<file path="src/rtl/sccb_init_sequencer.sv">
// SCCB sensor bring-up sequencer: after a power-up wait, walks a {reg,val} table and
// issues one SCCB write per entry, honouring 0xFE millisecond delays and the 0xFFFF end marker.
module sccb_init_sequencer #(
    parameter logic [7:0]  DEVICE_ID   = 8'h60,
    parameter int unsigned ADDR_W      = 8,
    parameter int unsigned CYC_PER_MS  = 50_000,
    parameter int unsigned POWERUP_MS  = 3,
    parameter int unsigned TIMEOUT_CYC = 200_000
) (
    input  logic              XCLK,
    input  logic              RST,
    input  logic              init_start,
    output logic [ADDR_W-1:0] rom_addr,
    input  logic [15:0]       rom_data,
    output logic              sccb_req,
    output logic [7:0]        sccb_addr_id,
    output logic [7:0]        sccb_addr_reg,
    output logic [7:0]        sccb_data,
    input  logic              sccb_busy,
    input  logic              sccb_done,
    output logic              init_busy,
    output logic              init_done,
    output logic              init_error,
    output logic [ADDR_W-1:0] entry_cnt
);
    localparam logic [31:0]       PWR_LOAD  = 32'(POWERUP_MS * CYC_PER_MS);
    localparam logic [31:0]       TMO_LOAD  = 32'(TIMEOUT_CYC - 1);
    localparam logic [31:0]       CPM_W     = 32'(CYC_PER_MS);
    localparam logic [ADDR_W-1:0] LAST_ADDR = '1;

    typedef enum logic [3:0] {
        S_IDLE, S_PWR_WAIT, S_FETCH, S_DECODE, S_ISSUE,
        S_WAIT_DONE, S_DELAY, S_DONE, S_ERROR
    } state_t;

    state_t            r_state;
    state_t            w_next;
    logic [31:0]       r_cnt;
    logic [ADDR_W-1:0] r_rom_addr;
    logic [ADDR_W-1:0] r_entry_cnt;
    logic [7:0]        r_addr_id;
    logic [7:0]        r_addr_reg;
    logic [7:0]        r_data;
    logic              r_busy;
    logic              r_done;
    logic              r_error;

    logic w_req;
    logic w_advance;
    logic w_end_marker;
    logic w_is_delay;
    logic w_last;
    logic w_cnt_exp;

    assign w_end_marker = (rom_data == 16'hFFFF);
    assign w_is_delay   = (rom_data[15:8] == 8'hFE);
    assign w_last       = (r_rom_addr == LAST_ADDR);
    // All waits load a count and step down; expiry at 1 gives exactly 'load' cycles.
    assign w_cnt_exp    = (r_cnt <= 32'd1);

    always_ff @(posedge XCLK or posedge RST) begin
        if (RST) r_state <= S_IDLE;
        else     r_state <= w_next;
    end

    always_comb begin
        w_next    = r_state;
        w_req     = 1'b0;
        w_advance = 1'b0;
        case (r_state)
            S_IDLE, S_DONE, S_ERROR: if (init_start) w_next = S_PWR_WAIT;
            S_PWR_WAIT: if (w_cnt_exp) w_next = S_FETCH;
            S_FETCH:    w_next = S_DECODE;
            S_DECODE: begin
                if (w_end_marker)                w_next = S_DONE;
                else if (!w_is_delay)            w_next = S_ISSUE;
                else if (rom_data[7:0] != 8'h00) w_next = S_DELAY;
                else                             w_advance = 1'b1;
            end
            S_ISSUE: begin
                if (!sccb_busy) begin
                    w_req  = 1'b1;
                    w_next = S_WAIT_DONE;
                end
            end
            S_WAIT_DONE: begin
                if (sccb_done)      w_advance = 1'b1;
                else if (w_cnt_exp) w_next = S_ERROR;
            end
            S_DELAY: if (w_cnt_exp) w_advance = 1'b1;
            default: w_next = S_IDLE;
        endcase
        // Moving past the final table slot ends the run rather than wrapping to 0.
        if (w_advance) w_next = w_last ? S_DONE : S_FETCH;
    end

    always_ff @(posedge XCLK or posedge RST) begin
        if (RST) begin
            r_cnt       <= '0;
            r_rom_addr  <= '0;
            r_entry_cnt <= '0;
            r_addr_id   <= '0;
            r_addr_reg  <= '0;
            r_data      <= '0;
            r_busy      <= 1'b0;
            r_done      <= 1'b0;
            r_error     <= 1'b0;
        end else begin
            case (r_state)
                S_IDLE, S_DONE, S_ERROR: begin
                    if (init_start) begin
                        r_cnt       <= PWR_LOAD;
                        r_rom_addr  <= '0;
                        r_entry_cnt <= '0;
                        r_busy      <= 1'b1;
                        r_done      <= 1'b0;
                        r_error     <= 1'b0;
                    end
                end
                S_PWR_WAIT, S_DELAY: r_cnt <= r_cnt - 32'd1;
                S_DECODE: begin
                    if (!w_end_marker) begin
                        if (w_is_delay) begin
                            r_cnt <= 32'(rom_data[7:0]) * CPM_W;
                        end else begin
                            r_addr_id  <= DEVICE_ID & 8'hFE;
                            r_addr_reg <= rom_data[15:8];
                            r_data     <= rom_data[7:0];
                        end
                    end
                end
                S_ISSUE: if (w_req) r_cnt <= TMO_LOAD;
                S_WAIT_DONE: begin
                    r_cnt <= r_cnt - 32'd1;
                    if (sccb_done) r_entry_cnt <= r_entry_cnt + ADDR_W'(1);
                end
                default: ;
            endcase
            if (w_advance && !w_last) r_rom_addr <= r_rom_addr + ADDR_W'(1);
            if ((w_next == S_DONE) && (r_state != S_DONE)) begin
                r_done <= 1'b1;
                r_busy <= 1'b0;
            end
            if ((w_next == S_ERROR) && (r_state != S_ERROR)) begin
                r_error <= 1'b1;
                r_busy  <= 1'b0;
            end
        end
    end

    assign rom_addr      = r_rom_addr;
    assign sccb_req      = w_req;
    assign sccb_addr_id  = r_addr_id;
    assign sccb_addr_reg = r_addr_reg;
    assign sccb_data     = r_data;
    assign init_busy     = r_busy;
    assign init_done     = r_done;
    assign init_error    = r_error;
    assign entry_cnt     = r_entry_cnt;
endmodule
</file>
<file path="config.mk">
export PLATFORM = sky130hd
export DESIGN_NAME = sccb_init_sequencer
export DESIGN_NICKNAME = d
export VERILOG_FILES = /design/src/rtl/sccb_init_sequencer.sv
export SDC_FILE = /design/constraint.sdc
export NUM_CORES = 1
export LEC_CHECK = 0
export CAP_MARGIN = 20
export CORE_MARGIN = 1
export CORE_UTILIZATION = 50
export DETAILED_ROUTE_END_ITERATION = 16
export GPL_ROUTABILITY_DRIVEN = 0
export GPL_TIMING_DRIVEN = 0
export PLACE_DENSITY = 0.82
export SLEW_MARGIN = 20
export SYNTH_ARGS = -nofsm -noshare
export SYNTH_HDL_FRONTEND = slang
export SYNTH_SLANG_ARGS = --single-unit
</file>
<file path="constraint.sdc">
create_clock -name XCLK -period 2.9 [get_ports XCLK]
set_clock_uncertainty 0.05 [all_clocks]
set_input_delay 0.435 -clock XCLK [delete_from_list [all_inputs] [get_ports XCLK]]
set_output_delay 0.435 -clock XCLK [all_outputs]
set_load 0.1 [all_outputs]
</file>
# Yosys cells after proc, flatten, opt, wreduce, memory -nomap -nowiden

Cells that the tools add are included.

Bits in registers: 72
Bits of input ports: 21
Output and inout bits: 44
Logic and storage cells: 99

$add $sub $neg: 3
Multipliers: 1
Magnitude comparators: 1
Eq/ne operators: 20
Multiplexer cells: 37
Bitwise operators: 2
Reductions and logical operators: 25

Operator list:

| operator                                                                          | number |
|---|---|
| 32-bit 2-to-1 mux                                                                 | 4 |
| 32-bit case mux with 4 select lines                                               | 1 |
| 4-bit 2-to-1 mux                                                                  | 9 |
| 32-bit by 1-bit less-or-equal comparator with 1-bit output, second input constant | 1 |
| 8-bit 2-to-1 mux                                                                  | 4 |
| 32-bit by 1-bit subtractor with 32-bit output, second input constant              | 1 |
| 4-bit case mux with 7 select lines                                                | 1 |
| 4-bit by 3-bit equality test with 1-bit output, second input constant             | 5 |
| 8-bit by 12-bit multiplier with 20-bit output, second input constant              | 1 |
| 8-bit by 1-bit adder with 8-bit output, second input constant                     | 2 |
| 16-bit equality test, second input constant                                       | 1 |
| 8-bit equality test, second input constant                                        | 2 |
| 8-bit case mux with 2 select lines                                                | 1 |
| 1-bit 2-to-1 mux                                                                  | 15 |
| 2-bit nonzero test                                                                | 7 |
| 2-bit inequality test, second input constant                                      | 5 |
| 4-bit by 2-bit equality test with 1-bit output, second input constant             | 2 |
| 4-bit equality test, second input constant                                        | 2 |
| 2-bit AND reduction                                                               | 4 |
| 8-bit nonzero test                                                                | 1 |
| 3-bit AND reduction                                                               | 2 |
| 3-bit nonzero test                                                                | 2 |
| 3-bit OR reduction                                                                | 2 |
| 5-bit AND reduction                                                               | 1 |
| other kinds (10)                                                                  | 13 |

# Depth between registers and ports, before layout

Gate-level depths: netlist (run 1).

Depth after elaboration: 10
Mapped depth: 15
Mapped depth without buffers: 15

# Least setup slack after synthesis (run 1)

OpenSTA, ideal clock, no wires.

Kind: input to register
Start point: input port rom_data[2]
End point: register r_cnt[23]
Arrival: 3.836 ns
Data required time: 2.780 ns
Slack: -1.056 ns
Stages on the path: 14
Buffers on the path: 0
Cells stage by stage: ha_1 ha_1 inv_1 fa_1 fa_1 inv_1 ha_1 o21ai_0 o211ai_1 nand3_1 a31oi_1 o311a_1 or4_1 nand3_1

Word-level cells in the longest chain between the ends: 4
Elaborated cells on any way between the ends: 7
Classes of those cells: mul: 1; eq/ne: 2; mux: 3; reduce/logical: 1

Ends and longest elaborated chain:

| what                                          | RTL line | source |
|---|---|---|
| from (decl)                                   | 14       | `input logic [15:0] rom_data,` |
| 8-bit by 12-bit multiplier with 20-bit output | 124      | `r_cnt <= 32'(rom_data[7:0]) * CPM_W;` |
| 32-bit 2-to-1 mux                             | 123      | `if (w_is_delay) begin` |
| 32-bit 2-to-1 mux                             | 122      | `if (!w_end_marker) begin` |
| 32-bit case mux with 4 select lines           | 109      | `case (r_state)` |
| to (signal assigned)                          | 120      | `S_PWR_WAIT, S_DELAY: r_cnt <= r_cnt - 32'd1;` |
| to (signal assigned)                          | 124      |  |
| to (signal assigned)                          | 134      | `r_cnt <= r_cnt - 32'd1;` |
| to (decl)                                     | 38       | `logic [31:0] r_cnt;` |

Several ways; a longest one is shown, not always the timed one. The select of a mux whose other input is x is not followed.
A chain may end at the register's enable or synchronous reset.

# Worst setup path in the final report (run 1)

Start point: input port rom_data[5]
End point: register r_cnt[23]

The elaborated chain is that of the path after synthesis.

==> results of run 1 <==
[cells in the final DEF (no fill, tap or decap), types with 5 or more instances in the layout]
cell type        count
dfrtp_1             72
nor2_1              51
clkdlybuf4s50_1     49
inv_1               45
o21ai_0             42
nand2_1             41
ha_1                40
buf_4               29
nand3_1             23
a21oi_1             21
ha_4                20
mux2_2              16
clkbuf_1            15
xor2_1              14
xnor2_1             12
nor3_1              11
fa_1                11
inv_2                9
clkbuf_16            9
nand4_1              8
o21a_1               6
or2_2                6
nor4_1               6
a21oi_4              6
buf_6                6
o21ai_1              6
conb_1               6
a21o_1               5
nand2b_1             5
[layer usage]
metal	global-route usage [%]	up-vias	routed length [um]
li1	-	2434	-
met1	32.1	2647	6460
met2	45.9	376	8550
met3	4.88	133	1400
met4	12.3	0	1080
met5	0	-	0
[cell type report]
cell class / instances / area, um2 / share of cell area (%)
multi-input cells: 480 / 4060 / 54.0
flip-flops and latches: 72 / 1800 / 24.0
repair buffers: 82 / 797 / 10.6
clock buffers: 10 / 239 / 3.18
inverters: 56 / 215 / 2.87
well taps: 140 / 175 / 2.33
plain buffers: 25 / 130 / 1.73
clock inverters: 6 / 90.1 / 1.20
[critical path, delay by kind of cell]
kind | cells | cell delay [ns]
simple gates | 3 | 0.67
buf+inv | 3 | 0.31
fa+ha+maj | 5 | 1.57
compound gates | 4 | 0.89
[where the power goes]
| part | internal [mW] | switching [mW] |
|---|---|---|
| clock | 0.780 | 0.471 |
| sequential | 1.33 | 0.281 |
| combinational | 1.72 | 3.40 |
| total | 3.82 | 4.16 |
[how the worst max path moves through the flow]
stage | end | start | cells past startpoint
2_1_floorplan | r_cnt[23] | rom_data[4] | 14
4_1_cts | r_cnt[20] | rom_data[4] | 15
3_5_place_dp | r_cnt[23] | rom_data[6] | 15
5_1_grt | r_cnt[23] | rom_data[5] | 15
3_3_place_gp | r_cnt[20] | rom_data[4] | 15
6_report | r_cnt[23] | rom_data[5] | 15
[through the flow]
step | hold slack (ns) | cells
after CTS | 0.338 | 860
after floorplan | 0.424 | 634
final | 0.323 | 871
after global routing | 0.326 | 871
after detailed placement | 0.413 | 833
after global placement | 0.400 | 832
[what timing repair did]
action                     4_1_cts  5_1_grt
gates resized for setup         79       54
setup buffers                   11       12
hold buffers                     0        0
pin swaps                       23       36
setup endpoints to repair       25       37
[kinds of logic after synthesis]
family	after synthesis
fa+ha+maj	73
buf+inv	82
flops	72
mux	17
compound gates	146
simple gates	210
xor+xnor	28
other cells	1
==> flow_summary_export.csv, run 1 <==
group,metric,value,unit
floorplanning,start_util,51.6,%
power,irDropWorstVdd,0.986,mV
route,drt_wl_total,17.5,mm
min_path,hp-start,"rom_data[7]",
synth,synth.area.mux_share,3.37,%
cells_and_area,area_growth,32.9,%
cts,clkSinkCount,72,
cells_and_area,largest_register,"r_cnt",
setup_path,rr_worst_depth,10,
sta,setup_tns,-5.86,ns
route,drt_iter0_drc,664,
synth,async_reset_ff_share,100,%
cells_and_area,post-route-util,68.6,%
grt,grt_overflow,0,
floorplanning,die_area,0.0117,mm2
grt,grt_max_degree,39,
run_status,status,"finished, violations left",
cts,clk_pin_slew_worst_paths,0.06,ns
sta,worst_slack,-0.744,ns
cts,cts-root-buf,"clkbuf_16",
route,dr.pass1.iters,8,
grt,grt_pass1_wl,24.3,mm
cells_and_area,fin_area,0.00750,mm2
route,drc_errors,0,
sta,fmax,274,MHz
grt,antenna_found_initial,0,
sta,drv_slew,0,
floorplanning,ios,65,
sta,setup_viol,12,
cells_and_area,largest_reg_flops,32,
sta,fin_crit_sh,126,%
synth,ys.flop_type,"dfrtp_1",
setup_path,worstReg2RegStart,"r_cnt[0]",
placement,placed_area,0.00663,mm2
min_path,whs_endpoint,"sccb_data[7]",
setup_path,end_kind,"register",
min_path,hold_path.class,"in2reg",
sta,period_needed,3.64,ns
synth,synth-compound-area-share,16.4,%
synth,synth_xor_area_share,4.34,%
synth,synth_fa_ha_area_share,17.8,%
synth,syn_inst,629,
floorplanning,core,0.0109,mm2
setup_path,rr_endpoint,"r_cnt[16]",
grt,grt_use_total,26.6,%
cells_and_area,fillers,731,
synth,yosysWarningCount,0,
floorplanning,die_h,108,um
floorplanning,core.rowCount,38,
min_path,min_path_cells,2,
setup_path,reg2reg_setup_slack,-0.16,ns
run_status,violations,"negative setup slack",
synth,synth-simple-area-share,20.0,%
cts,cts_buffers,9,
synth,synth_commonest_cells,"72 x dfrtp_1, 61 x ha_1, 56 x inv_1",
cts,h-tree-depth,3,
power,p_leak,3.31,nW
flow_run,max-cap-violations,0,
setup_path,crit_slowest_cell,"fa_1",
setup_path,cp_max_fo,6,
placement,hpwl,10.6,mm
setup_path,max_stage_delay,0.52,ns
cts,clk_latency,0.35,ns
sta,tightest_slew,0.991,ns
setup_path,cp_cell_sequence,"buf_4 -> ha_4 -> ha_1 -> inv_1 -> fa_1 -> inv_1 -> ha_4 -> ha_4 -> a21oi_4 -> o211ai_1 -> nand3_2 -> a31oi_4 -> o311a_1 -> or4_4 -> nand3_2",
sta,hold_viol_final,0,
synth,synth_edf_count,0,
synth,avgSynthCellArea,8.97,um2
synth,yosys-top-cells-area,"dfrtp_1 32%, ha_1 14%, o21ai_0 4.5%, fa_1 4.3%, inv_1 3.7%",
cells_and_area,drive_above_1_share,23.0,%
synth,synth_seq_cells,72,
route,postRouteAntennaNets,0,
setup_path,cp-start-kind,"input port",
cells_and_area,finalNetCount,820,
power,finalPower,7.98,mW
sta,rsz0062_at_grt,"true",
synth,yosysTopAreaCell,"dfrtp_1",
placement,portBuffers,58,
route,via_count,5590,
setup_path,critPathMostFrequentCell,"ha_4",
synth,synth.distinct_cells,69,
synth,synth_area,0.00564,mm2
setup_path,cp.required,3.13,ns
setup_path,cp.arrival,3.88,ns
placement,place_ws,-1.71,ns
synth,ys_seq_area_share,31.9,%
grt,first_global_vias,5147,
cells_and_area,diodes,0,
synth,synth_top_family_by_area,"simple AND/OR/NAND/NOR gates",
synth,yosysMostFrequentCell,"dfrtp_1",
setup_path,critical_path_class,"in2reg",
synth,yosysTopAreaCellShare,31.9,%
route,wl_per_cell,20.1,um
power,powerDensity,1060,mW/mm2
floorplanning,die_w,108,um
sta,relSlewSlack,33.7,%
cts,cts_buffer_depth,2,
cts,cts_tree,"done",
route,via_per_inst,6.42,
(Power assumes the default switching activity.)
==> inputs of run 2 (changes only) <==
- CORE_MARGIN: 1 -> 3
- DONT_BUFFER_PORTS: not set -> 1
- PLACE_DENSITY: 0.82 -> 0.75
==> flow_summary_export.csv, run 2 (same netlist as run 1, synthesis figures left out) <==
group,metric,value,unit
floorplanning,ios,65,
route,wl_per_cell,18.1,um
sta,setup_tns,-3.58,ns
cells_and_area,largest_reg_flops,32,
cells_and_area,layout_commonest_cell,"dfrtp_1",
floorplanning,start_util,51.6,%
cells_and_area,finalNetCount,754,
setup_path,rr_worst_depth,10,
route,via_per_inst,6.07,
cts,clk_latency,0.34,ns
flow_run,max-cap-violations,0,
cts,cts_tree,"done",
route,drc_errors,0,
route,dr.pass1.iters,6,
placement,place_ws,-0.960,ns
placement,hpwl,10.3,mm
grt,grt_pass1_wl,24.2,mm
sta,rsz0062_at_grt,"true",
sta,fin_crit_sh,119,%
floorplanning,die_area,0.0126,mm2
sta,relSlewSlack,32.8,%
cts,cts-root-buf,"clkbuf_16",
grt,grt_overflow,0,
min_path,min_path_cells,1,
grt,grt_max_degree,61,
sta,worst_slack,-0.543,ns
min_path,whs_endpoint,"sccb_addr_reg[6]",
power,irDropWorstVdd,1.15,mV
setup_path,cp_cell_sequence,"ha_4 -> ha_4 -> inv_2 -> fa_1 -> fa_1 -> inv_2 -> ha_4 -> o21ai_2 -> o211ai_1 -> nand3_1 -> a31oi_2 -> o311a_1 -> or4_1 -> nand3_1",
cells_and_area,post-route-util,61.4,%
placement,dp.cells,775,
cells_and_area,largest_register,"r_cnt",
route,drt_wl_total,14.6,mm
route,drt_iter0_drc,540,
setup_path,cp_max_fo,6,
floorplanning,core,0.0109,mm2
grt,antenna_found_initial,0,
power,p_leak,3.01,nW
sta,drv_slew,0,
setup_path,max_stage_delay,0.51,ns
cells_and_area,drive_above_1_share,19.6,%
min_path,hp-start,"rom_data[14]",
setup_path,cp-start-kind,"input port",
grt,first_global_vias,4919,
placement,portBuffers,0,
sta,hold_viol_final,0,
min_path,hold_path.class,"in2reg",
setup_path,cp.required,3.11,ns
floorplanning,core.rowCount,38,
setup_path,cp.arrival,3.66,ns
cts,clkSinkCount,72,
run_status,status,"finished, violations left",
power,powerDensity,1070,mW/mm2
route,via_count,4883,
run_status,violations,"negative setup slack",
setup_path,worstReg2RegStart,"r_cnt[0]",
setup_path,end_kind,"register",
setup_path,rr_endpoint,"r_cnt[22]",
cells_and_area,layout_common_cells,"68 x dfrtp_1, 53 x inv_1, 52 x nor2_1, 44 x ha_1",
setup_path,critical_path_class,"in2reg",
cells_and_area,finalNonFillerCells,804,
sta,setup_viol,11,
power,finalPower,7.16,mW
setup_path,reg2reg_setup_slack,0.01,ns
cts,clk_pin_slew_worst_paths,0.05,ns
grt,grt_use_total,23.4,%
sta,tightest_slew,1.01,ns
floorplanning,die_w,112,um
route,postRouteAntennaNets,0,
cells_and_area,diodes,0,
floorplanning,die_h,112,um
setup_path,crit_slowest_cell,"fa_1",
sta,fmax,290,MHz
cells_and_area,area_growth,19.0,%
cts,h-tree-depth,3,
setup_path,critPathMostFrequentCell,"ha_4",
sta,period_needed,3.44,ns
cts,cts_buffer_depth,2,
cts,cts_buffers,9,
## run 2: changes by cell type in the layout (fill, tap and decap cells not counted), moves of 5 or more
| cell | change |
|---|---|
| ha_4 | -5 |
| inv_1 | +8 |
| clkdlybuf4s50_1 | -49 |
| inv_2 | -7 |
| buf_4 | -9 |
## run 2: metrics by stage
stage               hold WS (ns)  cell area [um2]
finish                     0.199             6710
global route               0.190             6710
CTS                        0.194             6560
detailed placement         0.187             6050
global placement           0.445             6020
floorplan                  0.424             5850
## run 2: final cells by class
class	count	area (um2)
buffer	25	131
clock buffer	12	256
clock inverter	3	65.1
fill	874	4220
inverter	56	213
multi-input combinational	480	3920
sequential	72	1810
tap	140	175
timing repair buffer	16	146
## run 2: how the worst max path moves through the flow
stage | from | end | slack (ns) | cells after the start
CTS | rom_data[4] | r_cnt[20] | -0.48 | 14
global placement | rom_data[4] | r_cnt[20] | -0.92 | 14
detailed placement | rom_data[4] | r_cnt[23] | -0.96 | 14
floorplan | rom_data[4] | r_cnt[23] | -0.70 | 14
finish | rom_data[4] | r_cnt[23] | -0.54 | 14
global route | rom_data[5] | r_cnt[23] | -0.70 | 14
## run 2: report_power, final
part / switching [mW] / internal (mW)
Clock: 0.418 / 0.794
Sequential: 1.47 / 1.31
Combinational: 1.86 / 1.31
Total: 3.75 / 3.41
## run 2: metal layers
layer	share of wire (%)	up-vias	routed length (um)	GRT usage, %
met5	0	-	0	0
met4	2.5	0	361	6.81
met1	42	2341	6160	30.0
li1	-	2299	-	-
met3	6.1	38	885	5.77
met2	49	205	7140	39.3
## run 2: worst max-delay path: cells and delay by family
family / cells / cell delay (ns)
compound gates: 4 / 0.75
fa+ha+maj: 5 / 1.70
buf+inv: 2 / 0.08
simple gates: 3 / 0.68
## run 2: what timing repair did
item,in CTS,in global routing
hold endpoints to repair,12,0
hold buffers,1,0
buffers inserted,10,5
setup endpoints to repair,25,35
gates resized for setup,20,27
cloned,0,0
pin swaps,20,17
==> inputs of run 3 (changes only) <==
- CORE_ASPECT_RATIO: not set -> 1.5
- CORE_MARGIN: 3 -> 2
==> flow_summary_export.csv, run 3 (same netlist as run 1, synthesis figures left out) <==
group,metric,value,unit
cells_and_area,layout_commonest_cell,"dfrtp_1",
run_status,status,"finished, violations left",
cells_and_area,drive_above_1_share,18.9,%
setup_path,critical_path_class,"in2reg",
sta,drv_slew,0,
grt,first_global_vias,4877,
sta,rsz0062_at_grt,"true",
power,p_int,3.41,mW
sta,period_needed,3.42,ns
grt,use_met3,3.88,%
power,irDropWorstVdd,0.831,mV
sta,worst_slack,-0.516,ns
placement,dp.cells,782,
cts,h-tree-depth,3,
cts,clkSinkCount,72,
grt,grt_use_total,23.7,%
placement,hpwl,10.6,mm
grt,grt_overflow,0,
floorplanning,core,0.0110,mm2
placement,place_ws,-0.953,ns
floorplanning,core.rowCount,47,
cells_and_area,finalNetCount,751,
floorplanning,die_h,134,um
setup_path,cp.arrival,3.63,ns
route,wl_per_cell,17.9,um
cts,clk_latency,0.33,ns
sta,relSlewSlack,33.0,%
floorplanning,die_w,90.8,um
grt,top_usage_layer,"met2",
sta,tightest_slew,1.00,ns
setup_path,cp_top_family,"adder cells",
route,dr.pass1.iters,5,
route,drc_errors,0,
sta,fin_crit_sh,118,%
cells_and_area,largest_register,"r_cnt",
setup_path,cp-start-kind,"input port",
power,p_comb_share,43.8,%
route,via_count,4866,
cts,clk_pin_slew_worst_paths,0.06,ns
cells_and_area,area_growth,18.7,%
grt,antenna_found_initial,0,
cts,cts_tree,"done",
power,powerDensity,1070,mW/mm2
cts,cts_buffer_depth,2,
power,p_switching,3.76,mW
floorplanning,ios,65,
sta,setup_viol,11,
flow_run,max-cap-violations,0,
cells_and_area,layout_common_cells,"70 x dfrtp_1, 52 x nor2_1, 51 x inv_1, 44 x nand2_1, 43 x ha_1",
setup_path,path_buf_inv,2,
setup_path,cp_max_fo,6,
power,finalPower,7.17,mW
power,seqPwrFrac,38.6,%
sta,hold_viol_final,0,
floorplanning,start_util,51.3,%
sta,whs,0.197,ns
setup_path,max_stage_delay,0.51,ns
setup_path,crit_slowest_cell,"fa_1",
power,switching_share,52.5,%
sta,setup_tns,-3.76,ns
cells_and_area,fillers,921,
route,via_per_inst,6.01,
cts,cts-root-buf,"clkbuf_16",
setup_path,cp_cell_sequence,"ha_4 -> ha_4 -> inv_2 -> fa_1 -> fa_1 -> inv_2 -> ha_4 -> o21ai_2 -> o211ai_1 -> nand3_2 -> a31oi_4 -> o311a_1 -> or4_1 -> nand3_1",
run_status,violations,"negative setup slack",
route,drt_iter0_drc,341,
grt,grt_max_degree,38,
floorplanning,die_area,0.0122,mm2
sta,fmax,293,MHz
route,drt_wl_total,14.5,mm
cells_and_area,largest_reg_flops,32,
grt,met2_usage,44.9,%
power,p_leak,2.98,nW
power,p_clk_share,17.6,%
setup_path,cp.required,3.12,ns
grt,use_met1,25.8,%
min_path,hold_path.class,"in2reg",
route,postRouteAntennaNets,0,
cts,cts_buffers,9,
placement,portBuffers,0,
grt,grt_pass1_wl,23.3,mm
setup_path,end_kind,"register",
cells_and_area,finalNonFillerCells,810,
setup_path,critPathMostFrequentCell,"ha_4",
-- run 3: cell types whose count changed in the layout (fill, tap and decap cells not counted), sizes merged --
cell / previous run / this run
diode: 0 / 1
clkinv: 1 / 0
clkinvlp: 0 / 2
buf: 24 / 21
-- run 3: repair_timing --
action                                  in CTS  in global routing
hold endpoints to repair                    35                  0
buffers inserted                             8                  3
hold buffers                                 1                  0
pin swaps                                   16                 15
gates resized for setup                     19                 27
endpoints found under the setup margin      23                 36
-- run 3: stage by stage --
stage          util [%]  instance area, um2
6_report           60.9                6700
5_1_grt            60.9                6700
4_1_cts            59.6                6560
3_5_place_dp       55.0                6050
3_3_place_gp       54.8                6030
2_1_floorplan         -                5850
-- run 3: worst register-to-register path, stage by stage, from the launching register on --
cell      delay (ns)
dfrtp_1         0.40
inv_1           0.11
ha_1            0.22
nor3b_2         0.31
and4_1          0.23
clkbuf_1        0.28
nand3_2         0.26
nor4_1          0.36
o21ai_0         0.15
a22oi_1         0.23
o21ai_1         0.09
-- run 3: path summary, 6_finish.rpt --
check	startpoint	to	slack, ns	depth (start not counted)
setup / recovery	rom_data[4]	r_cnt[23]	-0.52	14
hold / removal	rom_data[4]	sccb_data[4]	0.20	1
setup reg to reg	r_cnt[1]	r_cnt[22]	0.11	10
hold reg to reg	r_cnt[13]	r_cnt[13]	0.48	2
max in group asynchronous	RST	rom_addr[0]	1.67	3
min in group asynchronous	RST	sccb_addr_reg[2]	0.55	2
-- run 3: layout make-up --
| type | instances | area [um2] | share of cell area, % |
|---|---|---|---|
| Antenna cell | 1 | 2.50 | 0.0374 |
| Multi-Input combinational cell | 480 | 3900 | 58.2 |
| Tap cell | 147 | 184 | 2.75 |
| Clock buffer | 12 | 267 | 3.98 |
| Clock inverter | 4 | 75.1 | 1.12 |
| Sequential cell | 72 | 1800 | 26.9 |
| Buffer | 25 | 131 | 1.96 |
| Inverter | 56 | 213 | 3.18 |
| Timing Repair Buffer | 13 | 124 | 1.85 |
-- run 3: power by group through the flow --
stage          clock network [mW]  logic [mW]  registers, mW
2_1_floorplan                   0        2.25           2.67
3_3_place_gp                    0        2.73           2.74
3_5_place_dp                    0        2.83           2.76
4_1_cts                      1.27        2.94           2.76
5_1_grt                      1.31        3.43           2.81
6_report                     1.26        3.14           2.77
-- run 3: routing by layer --
metal | vias to the layer above | wire length [um]
li1 | 2301 | -
met1 | 2366 | 5410
met2 | 159 | 8000
met3 | 40 | 687
met4 | 0 | 413
met5 | - | 0
